`config.mk`:
```
export PLATFORM = sky130hd
export DESIGN_NAME = sobel_edge_stage
export DESIGN_NICKNAME = d
export VERILOG_FILES = /design/src/rtl/sobel_edge_stage.sv
export SDC_FILE = /design/constraint.sdc
export NUM_CORES = 1
export LEC_CHECK = 0
export CAP_MARGIN = 10
export CORE_UTILIZATION = 45
export DETAILED_ROUTE_END_ITERATION = 7
export PLACE_DENSITY = 0.74
export SYNTH_ARGS = -nofsm -noshare
export SYNTH_HDL_FRONTEND = slang
export SYNTH_SLANG_ARGS = --single-unit
```
`constraint.sdc`:
```
create_clock -name clk -period 3.9 [get_ports clk]
set_input_delay 0.78 -clock clk [delete_from_list [all_inputs] [get_ports clk]]
set_output_delay 0.78 -clock clk [all_outputs]
set_load 0.01 [all_outputs]
```
`src/rtl/sobel_edge_stage.sv`:
```
// -----------------------------------------------------------------------------
// sobel_edge_stage
//
// Four-stage streaming Sobel edge detector. The pipeline runs every cycle, has
// no backpressure, and carries a valid bit alongside each pixel.
//   stage 1 : gray conversion of the three row taps, sop/eop capture
//   stage 2 : 3x3 gray window plus column/row position tracking
//   stage 3 : Gx / Gy gradients (11-bit signed)
//   stage 4 : |Gx|+|Gy| magnitude, mode select, edge accumulator
//
// Ports
//   clk         sole clock, rising edge
//   rst         asynchronous reset, active low
//   in_valid    qualifies the three pixel inputs this cycle
//   pix_cur     pixel at row r        {R,G,B,sop,eop}
//   pix_row1    same column, row r-1  (flags ignored)
//   pix_row2    same column, row r-2  (flags ignored)
//   mode        00 gray passthrough, 01 gradient magnitude, 1x binary edge
//   out_valid   qualifies out_data, 4 cycles after in_valid
//   out_data    {m,m,m,sop,eop}; all zero while out_valid is low
//   edge_count  number of edge pixels in the last completed frame
//
// The output is spatially offset by one line plus one pixel relative to the
// input. Downstream consumers accept this offset; no realignment is done.
// -----------------------------------------------------------------------------
module sobel_edge_stage #(
    parameter int          LINE_WIDTH = 640,
    parameter int          DATA_WIDTH = 26,
    parameter int unsigned THRESHOLD  = 64
) (
    input  logic                  clk,
    input  logic                  rst,
    input  logic                  in_valid,
    input  logic [DATA_WIDTH-1:0] pix_cur,
    input  logic [DATA_WIDTH-1:0] pix_row1,
    input  logic [DATA_WIDTH-1:0] pix_row2,
    input  logic [1:0]            mode,
    output logic                  out_valid,
    output logic [DATA_WIDTH-1:0] out_data,
    output logic [19:0]           edge_count
);

    localparam int               COL_W    = (LINE_WIDTH > 1) ? $clog2(LINE_WIDTH) : 1;
    localparam int               ROW_W    = 11;
    localparam int               ACC_W    = 20;
    localparam logic [COL_W-1:0] COL_LAST = COL_W'(LINE_WIDTH - 1);
    localparam logic [ROW_W-1:0] ROW_MAX  = '1;
    localparam logic [ACC_W-1:0] ACC_MAX  = '1;
    localparam logic [7:0]       THRESH   = 8'(THRESHOLD);
    localparam int               R_MSB    = DATA_WIDTH - 1;
    localparam int               G_MSB    = DATA_WIDTH - 9;
    localparam int               B_MSB    = DATA_WIDTH - 17;

    // (R + 2G + B) >> 2 at 10 bits; the result always fits in 8 bits.
    function automatic logic [7:0] gray_of(input logic [DATA_WIDTH-1:0] p);
        return 8'(({2'b00, p[R_MSB -: 8]} + {1'b0, p[G_MSB -: 8], 1'b0}
                   + {2'b00, p[B_MSB -: 8]}) >> 2);
    endfunction

    // a + 2b + c, one half of a Sobel kernel row/column
    function automatic logic [9:0] wsum(input logic [7:0] a, input logic [7:0] b,
                                        input logic [7:0] c);
        return {2'b00, a} + {1'b0, b, 1'b0} + {2'b00, c};
    endfunction

    // Flags on the row-buffer taps carry no meaning here.
    logic unused_row_flags;
    assign unused_row_flags = ^{pix_row1[1:0], pix_row2[1:0]};

    // ---------------------------------------------------------------- stage 1
    // Index 0 = row r-2 (window top), 1 = row r-1, 2 = row r (window bottom).
    logic       s1_valid_q;
    logic [7:0] s1_gray_q [3];
    logic       s1_sop_q;
    logic       s1_eop_q;

    // NOTE: sequential state uses non-blocking assignments and resets
    // asynchronously, so every register here clears the moment rst falls.
    always_ff @(posedge clk or negedge rst) begin
        if (!rst) begin
            s1_valid_q <= 1'b0;
            s1_sop_q   <= 1'b0;
            s1_eop_q   <= 1'b0;
            for (int i = 0; i < 3; i++) s1_gray_q[i] <= '0;
        end else begin
            s1_valid_q   <= in_valid;
            s1_sop_q     <= in_valid & pix_cur[1];
            s1_eop_q     <= in_valid & pix_cur[0];
            s1_gray_q[0] <= gray_of(pix_row2);
            s1_gray_q[1] <= gray_of(pix_row1);
            s1_gray_q[2] <= gray_of(pix_cur);
        end
    end

    // ---------------------------------------------------------------- stage 2
    // win_q[row][col]; column 2 holds the newest pixel.
    logic [7:0]       win_q [3][3];
    logic [COL_W-1:0] col_q, col_d, col_now;
    logic [ROW_W-1:0] row_q, row_d, row_now;
    logic             win_cpl;
    logic             s2_valid_q;
    logic             s2_cpl_q;
    logic             s2_sop_q;
    logic             s2_eop_q;

    // col_q/row_q hold the position of the next pixel to arrive; sop forces
    // the arriving pixel to position (0,0) regardless of where we were.
    // NOTE: every always_comb output gets a default first, so no path through
    // the block can leave a value undriven and infer a latch.
    always_comb begin
        col_now = s1_sop_q ? '0 : col_q;
        row_now = s1_sop_q ? '0 : row_q;
        col_d   = col_now + 1'b1;
        row_d   = row_now;
        if (col_now == COL_LAST) begin
            col_d = '0;
            if (row_now != ROW_MAX) row_d = row_now + 1'b1;
        end
        win_cpl = (col_now >= COL_W'(2)) && (row_now >= ROW_W'(2));
    end

    // NOTE: the window is a nine-entry register file, not a RAM, so it is
    // cleared with the rest of the pipeline to give a clean cold start.
    always_ff @(posedge clk or negedge rst) begin
        if (!rst) begin
            for (int r = 0; r < 3; r++)
                for (int c = 0; c < 3; c++) win_q[r][c] <= '0;
            col_q      <= '0;
            row_q      <= '0;
            s2_valid_q <= 1'b0;
            s2_cpl_q   <= 1'b0;
            s2_sop_q   <= 1'b0;
            s2_eop_q   <= 1'b0;
        end else begin
            s2_valid_q <= s1_valid_q;
            s2_cpl_q   <= s1_valid_q & win_cpl;
            s2_sop_q   <= s1_sop_q;
            s2_eop_q   <= s1_eop_q;
            // Bubbles leave the window and position untouched.
            if (s1_valid_q) begin
                for (int r = 0; r < 3; r++) begin
                    win_q[r][0] <= win_q[r][1];
                    win_q[r][1] <= win_q[r][2];
                    win_q[r][2] <= s1_gray_q[r];
                end
                col_q <= col_d;
                row_q <= row_d;
            end
        end
    end

    // ---------------------------------------------------------------- stage 3
    logic signed [10:0] gx_d, gy_d;
    logic signed [10:0] s3_gx_q, s3_gy_q;
    logic [7:0]         s3_ctr_q;
    logic               s3_valid_q;
    logic               s3_cpl_q;
    logic               s3_sop_q;
    logic               s3_eop_q;

    // Each kernel half is at most 1020, so the difference fits 11-bit signed.
    always_comb begin
        gx_d = $signed({1'b0, wsum(win_q[0][2], win_q[1][2], win_q[2][2])})
             - $signed({1'b0, wsum(win_q[0][0], win_q[1][0], win_q[2][0])});
        gy_d = $signed({1'b0, wsum(win_q[2][0], win_q[2][1], win_q[2][2])})
             - $signed({1'b0, wsum(win_q[0][0], win_q[0][1], win_q[0][2])});
    end

    always_ff @(posedge clk or negedge rst) begin
        if (!rst) begin
            s3_gx_q    <= '0;
            s3_gy_q    <= '0;
            s3_ctr_q   <= '0;
            s3_valid_q <= 1'b0;
            s3_cpl_q   <= 1'b0;
            s3_sop_q   <= 1'b0;
            s3_eop_q   <= 1'b0;
        end else begin
            s3_gx_q    <= gx_d;
            s3_gy_q    <= gy_d;
            s3_ctr_q   <= win_q[1][1];
            s3_valid_q <= s2_valid_q;
            s3_cpl_q   <= s2_cpl_q;
            s3_sop_q   <= s2_sop_q;
            s3_eop_q   <= s2_eop_q;
        end
    end

    // ---------------------------------------------------------------- stage 4
    logic [10:0]           abs_x, abs_y;
    logic [11:0]           mag_full;
    logic [7:0]            mag, m_sel;
    logic                  edge_hit;
    logic [ACC_W-1:0]      acc_q, acc_d, acc_base, acc_inc;
    logic [ACC_W-1:0]      edge_count_q, edge_count_d;
    logic                  out_valid_q;
    logic [DATA_WIDTH-1:0] out_data_q, out_data_d;

    always_comb begin
        abs_x    = s3_gx_q[10] ? 11'(-s3_gx_q) : 11'(s3_gx_q);
        abs_y    = s3_gy_q[10] ? 11'(-s3_gy_q) : 11'(s3_gy_q);
        mag_full = {1'b0, abs_x} + {1'b0, abs_y};
        if (!s3_cpl_q)               mag = 8'h00;
        else if (mag_full > 12'd255) mag = 8'hFF;
        else                         mag = mag_full[7:0];
        edge_hit = (mag >= THRESH);

        // mode is sampled live, so a change applies to the next output.
        unique case (mode)
            2'b00:   m_sel = s3_ctr_q;
            2'b01:   m_sel = mag;
            default: m_sel = edge_hit ? 8'hFF : 8'h00;
        endcase

        out_data_d = '0;
        if (s3_valid_q) begin
            out_data_d[R_MSB -: 8] = m_sel;
            out_data_d[G_MSB -: 8] = m_sel;
            out_data_d[B_MSB -: 8] = m_sel;
            out_data_d[1]          = s3_sop_q;
            out_data_d[0]          = s3_eop_q;
        end

        // sop starts a new frame count; eop publishes it (including this
        // pixel) and restarts. sop+eop together is a one-pixel frame.
        acc_base     = s3_sop_q ? '0 : acc_q;
        acc_inc      = (edge_hit && (acc_base != ACC_MAX)) ? acc_base + 1'b1 : acc_base;
        acc_d        = acc_q;
        edge_count_d = edge_count_q;
        if (s3_valid_q) begin
            if (s3_eop_q) begin
                edge_count_d = acc_inc;
                acc_d        = '0;
            end else begin
                acc_d = acc_inc;
            end
        end
    end

    always_ff @(posedge clk or negedge rst) begin
        if (!rst) begin
            out_valid_q  <= 1'b0;
            out_data_q   <= '0;
            acc_q        <= '0;
            edge_count_q <= '0;
        end else begin
            out_valid_q  <= s3_valid_q;
            out_data_q   <= out_data_d;
            acc_q        <= acc_d;
            edge_count_q <= edge_count_d;
        end
    end

    assign out_valid  = out_valid_q;
    assign out_data   = out_data_q;
    assign edge_count = edge_count_q;

endmodule
```
==> reports/summary.txt, run 1 <==
status: finished clean
Final Skew: 0.00690 ns
syn avg cell area: 10.7 um^2
cells along the critical path: inv_1 -> ha_1 -> nand2_1 -> or3_4 -> nand2_1 -> xnor2_1 -> ha_2 -> a21oi_2 -> o21a_1 -> o31a_1 -> mux2_2 -> and4_4 -> buf_12 -> a2111oi_4 -> xor2_1 -> a22o_1
clock sink total: 209
Hold WC Path Type: flip-flop to flip-flop
DRT antenna net count: 0
CP max stage delay: 0.40 ns
Antenna diodes: 0
DP Worst Slack: 0.0489 ns
DR top layer: met4
initial core utilization: 45.7%
total wire length: 24600 um
pin count of the biggest net entering global routing: 101
Hold Crit Start: s1_eop_q
initial antenna violation count: 0
Post-Synth Simple-Gate Area: 10.9%
largest family of logic cells by synthesized area: adder cells
CP delay by family, top: compound AO/OA/AOI/OAI gates
drt drc: 0
crit end category: flip-flop
ratio of cells with drive above 1 in the final layout: 9.68%
die area: 28800 um^2
RR Endpoint: edge_count[18]
syn nets: 1420
Worst Path Max Fanout: 8
Final nets: 1542
synthesized area: 12700 um^2
TritonRoute pass-1 iters: 5
Finished Cell Area: 15100 um^2
mux cell area share after synthesis: 3.46%
CTS tree: yes
reg2reg path depth: 16
overflow left after global routing: 0
post-synthesis sequential area ratio: 41.3%
Synth top area share: 41.3%
synth top area cells: dfrtp_1, fa_1, ha_1
Clock Path Buffers: 3
most frequent cell after synthesis: dfrtp_1
commonest cells in the netlist: dfrtp_1, inv_1, nand2_1
Setup CP Type: flip-flop to flip-flop
Hold Violations, Final: 0
Cell Rows: 61
Mapped Cells: 1187
fin. max-slew vios: 0
Clock Latency Late Sink: 0.50 ns
Synth Area in Adders: 20.0%
XOR/XNOR Fraction of Synth Area: 5.19%
Max Cap Viol: 0
Crit path required time: 4.33 ns
area grow syn2layout: 19.3%
Min-Delay Endpoint: s2_eop_q
worst hold path stage count: 0
via-per-instance ratio: 5.19
fin worst setup slack: 0.166 ns
gr usage total: 18.2%
WL/cell: 14.4 um
period utilization: 95.7%
synth warn: 0
CTS clock-pin slew for the worst setup and hold paths: 0.06 ns
flops & latches, synth: 209
Yosys top cell by area: dfrtp_1
vias in the first global route: 8987
Worst Path Arrival: 4.16 ns
Compound-Gate Fraction of Synth Area: 13.5%
FMAX: 268 MHz
CTS Buf Count: 23
final setup violation count: 0
total number of vias: 8825
reg-to-reg startpoint: s3_gy_q[0]
met3 WL post-DR: 934 um
Die Wd: 170 um
Period minus WS final: 3.73 ns
EDFF count, synth: 0
Slew headroom: 44.9%
clock root buffer: clkbuf_16
I/O Pins: 130
Buffers on Ports: 125
most used cell, CP: nand2_1
GPL Wtd Cong: 0.902
Top FF cell, synth: dfrtp_1
Worst-Margin Slew: 0.826 ns
CP Buf/Inv Count: 2
core area: 27700 um^2
slowest CP cell: dfrtp_1
hpwl dp: 18700 um
R2R Setup Slk: 0.17 ns
Placed Area: 14300 um^2
drt first-iter violations: 450
die height: 170 um
critical path startpoint category: flip-flop
H-tree depth: 1
M1 WL: 11300 um
first-pass GRT wire length: 42900 um
met2 routed wirelength: 11900 um
async set-reset flop share out of synthesis: 100%
distinct cell type count after synthesis: 77
-- worst max path at each step --
| stage | from | endpoint | slack, ns | cells past startpoint |
|---|---|---|---|---|
| 6_report | s3_gy_q[0] | edge_count[18] | 0.17 | 16 |
| 4_1_cts | s3_gy_q[0] | edge_count[18] | 0.006 | 16 |
| 3_5_place_dp | s3_gy_q[0] | edge_count[18] | 0.05 | 16 |
| 3_3_place_gp | win_q[18] | s3_gx_q[10] | 0.09 | 15 |
| 2_1_floorplan | win_q[18] | s3_gx_q[10] | 0.25 | 15 |
| 5_1_grt | s3_gy_q[0] | acc_q[3] | -0.004 | 17 |
-- placed cells by master, fill, tap and decap left out, drive strengths merged, types with 25 or more instances in the layout --
master	synthesis	routed
dfrtp	209	209
clkdlybuf4s50	0	124
inv	119	121
nand2	119	119
o21ai	100	100
fa	87	87
ha	63	63
a21oi	62	62
xnor2	55	55
nor2	41	41
mux2	38	38
clkbuf	32	33
nand3	26	26
buf	21	25
-- worst reg2reg max path, cell delays in order, from the launching register on --
cell,delay [ns]
dfrtp_1,0.40
inv_1,0.09
ha_1,0.17
nand2_1,0.10
or3_4,0.36
nand2_1,0.09
xnor2_1,0.13
ha_2,0.34
a21oi_2,0.17
o21a_1,0.13
o31a_1,0.17
mux2_2,0.36
and4_4,0.18
buf_12,0.14
a2111oi_4,0.38
xor2_1,0.27
a22o_1,0.17
-- sequential cells by signal, indices dropped and copies added, names as in the netlist --
signal / count
s2_eop_q: 1
s3_cpl_q: 1
acc_q: 20
s1_gray_q: 24
win_q: 72
s1_sop_q: 1
out_valid: 1
s2_sop_q: 1
s1_eop_q: 1
s3_gy_q: 11
col_q: 10
s2_valid_q: 1
s3_sop_q: 1
edge_count: 20
s3_eop_q: 1
s2_cpl_q: 1
s1_valid_q: 1
s3_gx_q: 11
s3_ctr_q: 8
row_q: 11
out_data: 10
s3_valid_q: 1
-- area by class of cell --
| class | instances | area (um^2) |
|---|---|---|
| fill | 2345 | 12600 |
| sequential | 209 | 5230 |
| timing repair buffer | 150 | 1480 |
| clock buffer | 32 | 629 |
| tap | 378 | 473 |
| multi-input combinational | 805 | 6800 |
| clock inverter | 6 | 42.5 |
| inverter | 120 | 450 |
-- stage by stage --
step | utilization [%] | hold WS (ns) | std cells | TNS (ns)
3_5_place_dp | 51.7 | 0.336 | 1659 | 0
5_1_grt | 54.5 | 0.360 | 1700 | -0.00402
2_1_floorplan | - | 0.331 | 1187 | 0
4_1_cts | 54.1 | 0.350 | 1697 | 0
3_3_place_gp | 51.7 | 0.331 | 1659 | 0
6_report | 54.5 | 0.346 | 1700 | 0
-- layer usage --
metal	up-vias	GRT usage, %
li1	4270	-
met1	4350	24.7
met2	172	30.9
met3	33	2.33
met4	0	4.31
met5	-	0
-- logic make-up after synthesis --
family,count (synthesis)
DFF,209
xor gates and xnor gates,75
and+or+nand+nor,281
buffers and inverters,173
muxes,39
AOI/OAI and AO/OA,260
adders and majority gates,150
-- what timing repair did --
item,4_1_cts,5_1_grt
resized for setup,0,27
setup buffers,0,3
hold endpoints to repair,0,0
hold buffers,0,0
setup endpoints to repair,0,51
Power of run 1 is left out: the tool's default activity adds up to more than one toggle a clock period on the data nets, which glitch-free logic cannot reach.
==> run 2: changes to the inputs <==
REMOVE_ABC_BUFFERS = 1   (was not set)
==> run 2 against run 1 <==
Net effect:
- sequential share of layout area fell by 0.31 points
- register-to-register slack got worse by 0.02 ns
- clock-buffer cell count unchanged
- core utilization grew 0.49 points
- flip-flop and latch count stayed put
- largest cell class unchanged
==> reports/summary.txt, run 2 (synthesis gave the netlist of run 1 again) <==
clock sink total: 209 (unchanged)
Final Skew: 0.0131 ns (+0.00623 ns)
pin count of the biggest net entering global routing: 95 (-5.9%)
crit end category: flip-flop
Cell Rows: 61 (unchanged)
core area: 27700 um^2 (unchanged)
Final nets: 1540 (-0.13%)
CTS tree: yes
initial core utilization: 45.7% (unchanged)
DR top layer: met4
die area: 28800 um^2 (unchanged)
worst setup path endpoint: s3_gx_q[10]
die height: 170 um (unchanged)
WL/cell: 14.5 um (+0.43%)
fillcell total: 2322 (-0.98%)
RR Endpoint: s3_gx_q[10]
total number of vias: 8863 (+0.43%)
Top reg by flops: win_q
M1 WL: 11300 um (-0.41%)
critical path startpoint: win_q[2]
CP Buf/Inv Count: 2 (unchanged)
total wire length: 24700 um (+0.49%)
TritonRoute pass-1 iters: 4 (-1)
Slew headroom: 41.9% (-3.0 points)
Buffers on Ports: 125 (unchanged)
Max Cap Viol: 0 (unchanged)
fin. max-slew vios: 0 (unchanged)
ratio of cells with drive above 1 in the final layout: 10.3% (+0.60 points)
GPL Wtd Cong: 0.867 (-3.9%)
Die Wd: 170 um (unchanged)
reg2reg path depth: 14 (-2)
Worst Path Max Fanout: 4 (-4)
reg-to-reg startpoint: win_q[2]
met2 routed wirelength: 11900 um (about the same)
initial antenna violation count: 0 (unchanged)
drt first-iter violations: 596 (+32%)
Worst Path Arrival: 4.17 ns (about the same)
Clock Path Buffers: 3 (unchanged)
DRT antenna net count: 0 (unchanged)
CP delay by family, top: adder cells
slowest CP cell: fa_1
DP Worst Slack: 0.0442 ns (-0.00473 ns)
FMAX: 266 MHz (-0.64%)
Hold Violations, Final: 0 (unchanged)
Antenna diodes: 0 (unchanged)
drt drc: 0 (unchanged)
first-pass GRT wire length: 42200 um (-1.7%)
clock root buffer: clkbuf_16
Worst-Margin Slew: 0.871 ns (+0.0453 ns)
overflow left after global routing: 0 (unchanged)
Period minus WS final: 3.76 ns (+0.0240 ns)
via-per-instance ratio: 5.21 (+0.37%)
hpwl dp: 18200 um (-2.8%)
Setup CP Type: flip-flop to flip-flop
cells along the critical path: fa_1 -> inv_1 -> fa_1 -> fa_1 -> inv_1 -> ha_1 -> a21o_1 -> a21oi_2 -> o21ai_0 -> a21oi_1 -> o21bai_1 -> a21oi_2 -> nor2_1 -> a211oi_1
critical path startpoint category: flip-flop
Reg area: 5230 um^2 (unchanged)
H-tree depth: 1 (unchanged)
Crit path required time: 4.31 ns (-0.02 ns)
fin worst setup slack: 0.142 ns (-0.0240 ns)
vias in the first global route: 8847 (-1.6%)
multi-input combinational cell area: 6800 um^2 (unchanged)
most used cell, CP: fa_1
CP max stage delay: 0.57 ns (+0.17 ns)
CP Depth: 14 (-2)
area grow syn2layout: 20.4%
final setup violation count: 0 (unchanged)
largest registers: win_q x72, s1_gray_q x24
max FFs per register: 72 (unchanged)
Clock Latency Late Sink: 0.51 ns (about the same)
CTS clock-pin slew for the worst setup and hold paths: 0.06 ns (about the same)
I/O Pins: 130 (unchanged)
status: finished clean
commonest non-fill, non-tap cell in the layout: dfrtp_1
R2R Setup Slk: 0.14 ns (-0.02 ns)
most frequent cells in the layout: dfrtp_1, clkdlybuf4s50_1, nand2_1, inv_1, fa_1
gr usage total: 17.9% (-0.32 points)
period utilization: 96.3% (+0.62 points)
RSZ-0062 raised after global routing: true
met3 WL post-DR: 1040 um (+11%)
CTS Buf Count: 23 (unchanged)
Hold WC Path Type: primary input to async pin
-- run 2: cell types whose count changed in the layout (fill, tap and decap cells not counted), moves of 3 or more --
cell / previous run / this run
o21ai_0: 79 / 82
o21ai_1: 18 / 14
bufinv_16: 0 / 4
a21oi_1: 58 / 55
clkbuf_1: 7 / 3
clkbuf_8: 3 / 7
a21oi_2: 4 / 7
-- run 2: per-layer routing --
| layer | global-route usage, % | vias up |
|---|---|---|
| met5 | 0 | - |
| met4 | 4.86 | 0 |
| met3 | 2.57 | 33 |
| met2 | 30.0 | 203 |
| met1 | 24.2 | 4362 |
| li1 | - | 4265 |
-- run 2: what timing repair did --
item / 4_1_cts / 5_1_grt
setup endpoints to repair: 0 / 52
gates resized for setup: 0 / 27
setup buffers: 0 / 8
hold buffers: 0 / 0
-- run 2: how the worst min path moves through the flow --
| stage | from | endpoint | slack (ns) |
|---|---|---|---|
| final | rst | out_data[23] | 0.35 |
| after floorplan | s1_eop_q | s2_eop_q | 0.33 |
| after global routing | s1_eop_q | s2_eop_q | 0.36 |
| after CTS | s2_cpl_q | s3_cpl_q | 0.35 |
| after global placement | s2_sop_q | s3_sop_q | 0.33 |
| after detailed placement | s2_cpl_q | s3_cpl_q | 0.33 |
-- run 2: cell type report --
class	instances	share of cell area [%]
Clock buffer	32	4.39
Multi-Input combinational cell	805	44.6
Sequential cell	209	34.3
Tap cell	378	3.10
Inverter	120	2.95
Clock inverter	9	1.00
Timing Repair Buffer	148	9.61
-- run 2: stage by stage --
stage / util (%) / cells / setup TNS, ns / area (um^2) / hold WS, ns
global placement: 51.5 / 1652 / 0 / 14300 / 0.332
detailed placement: 51.5 / 1652 / 0 / 14300 / 0.335
finish: 55.0 / 1701 / 0 / 15200 / 0.347
global route: 55.0 / 1701 / -0.567 / 15200 / 0.363
floorplan: - / 1134 / 0 / 12400 / 0.331
CTS: 54.5 / 1693 / 0 / 15100 / 0.348
Power of run 2 is left out for the same reason.
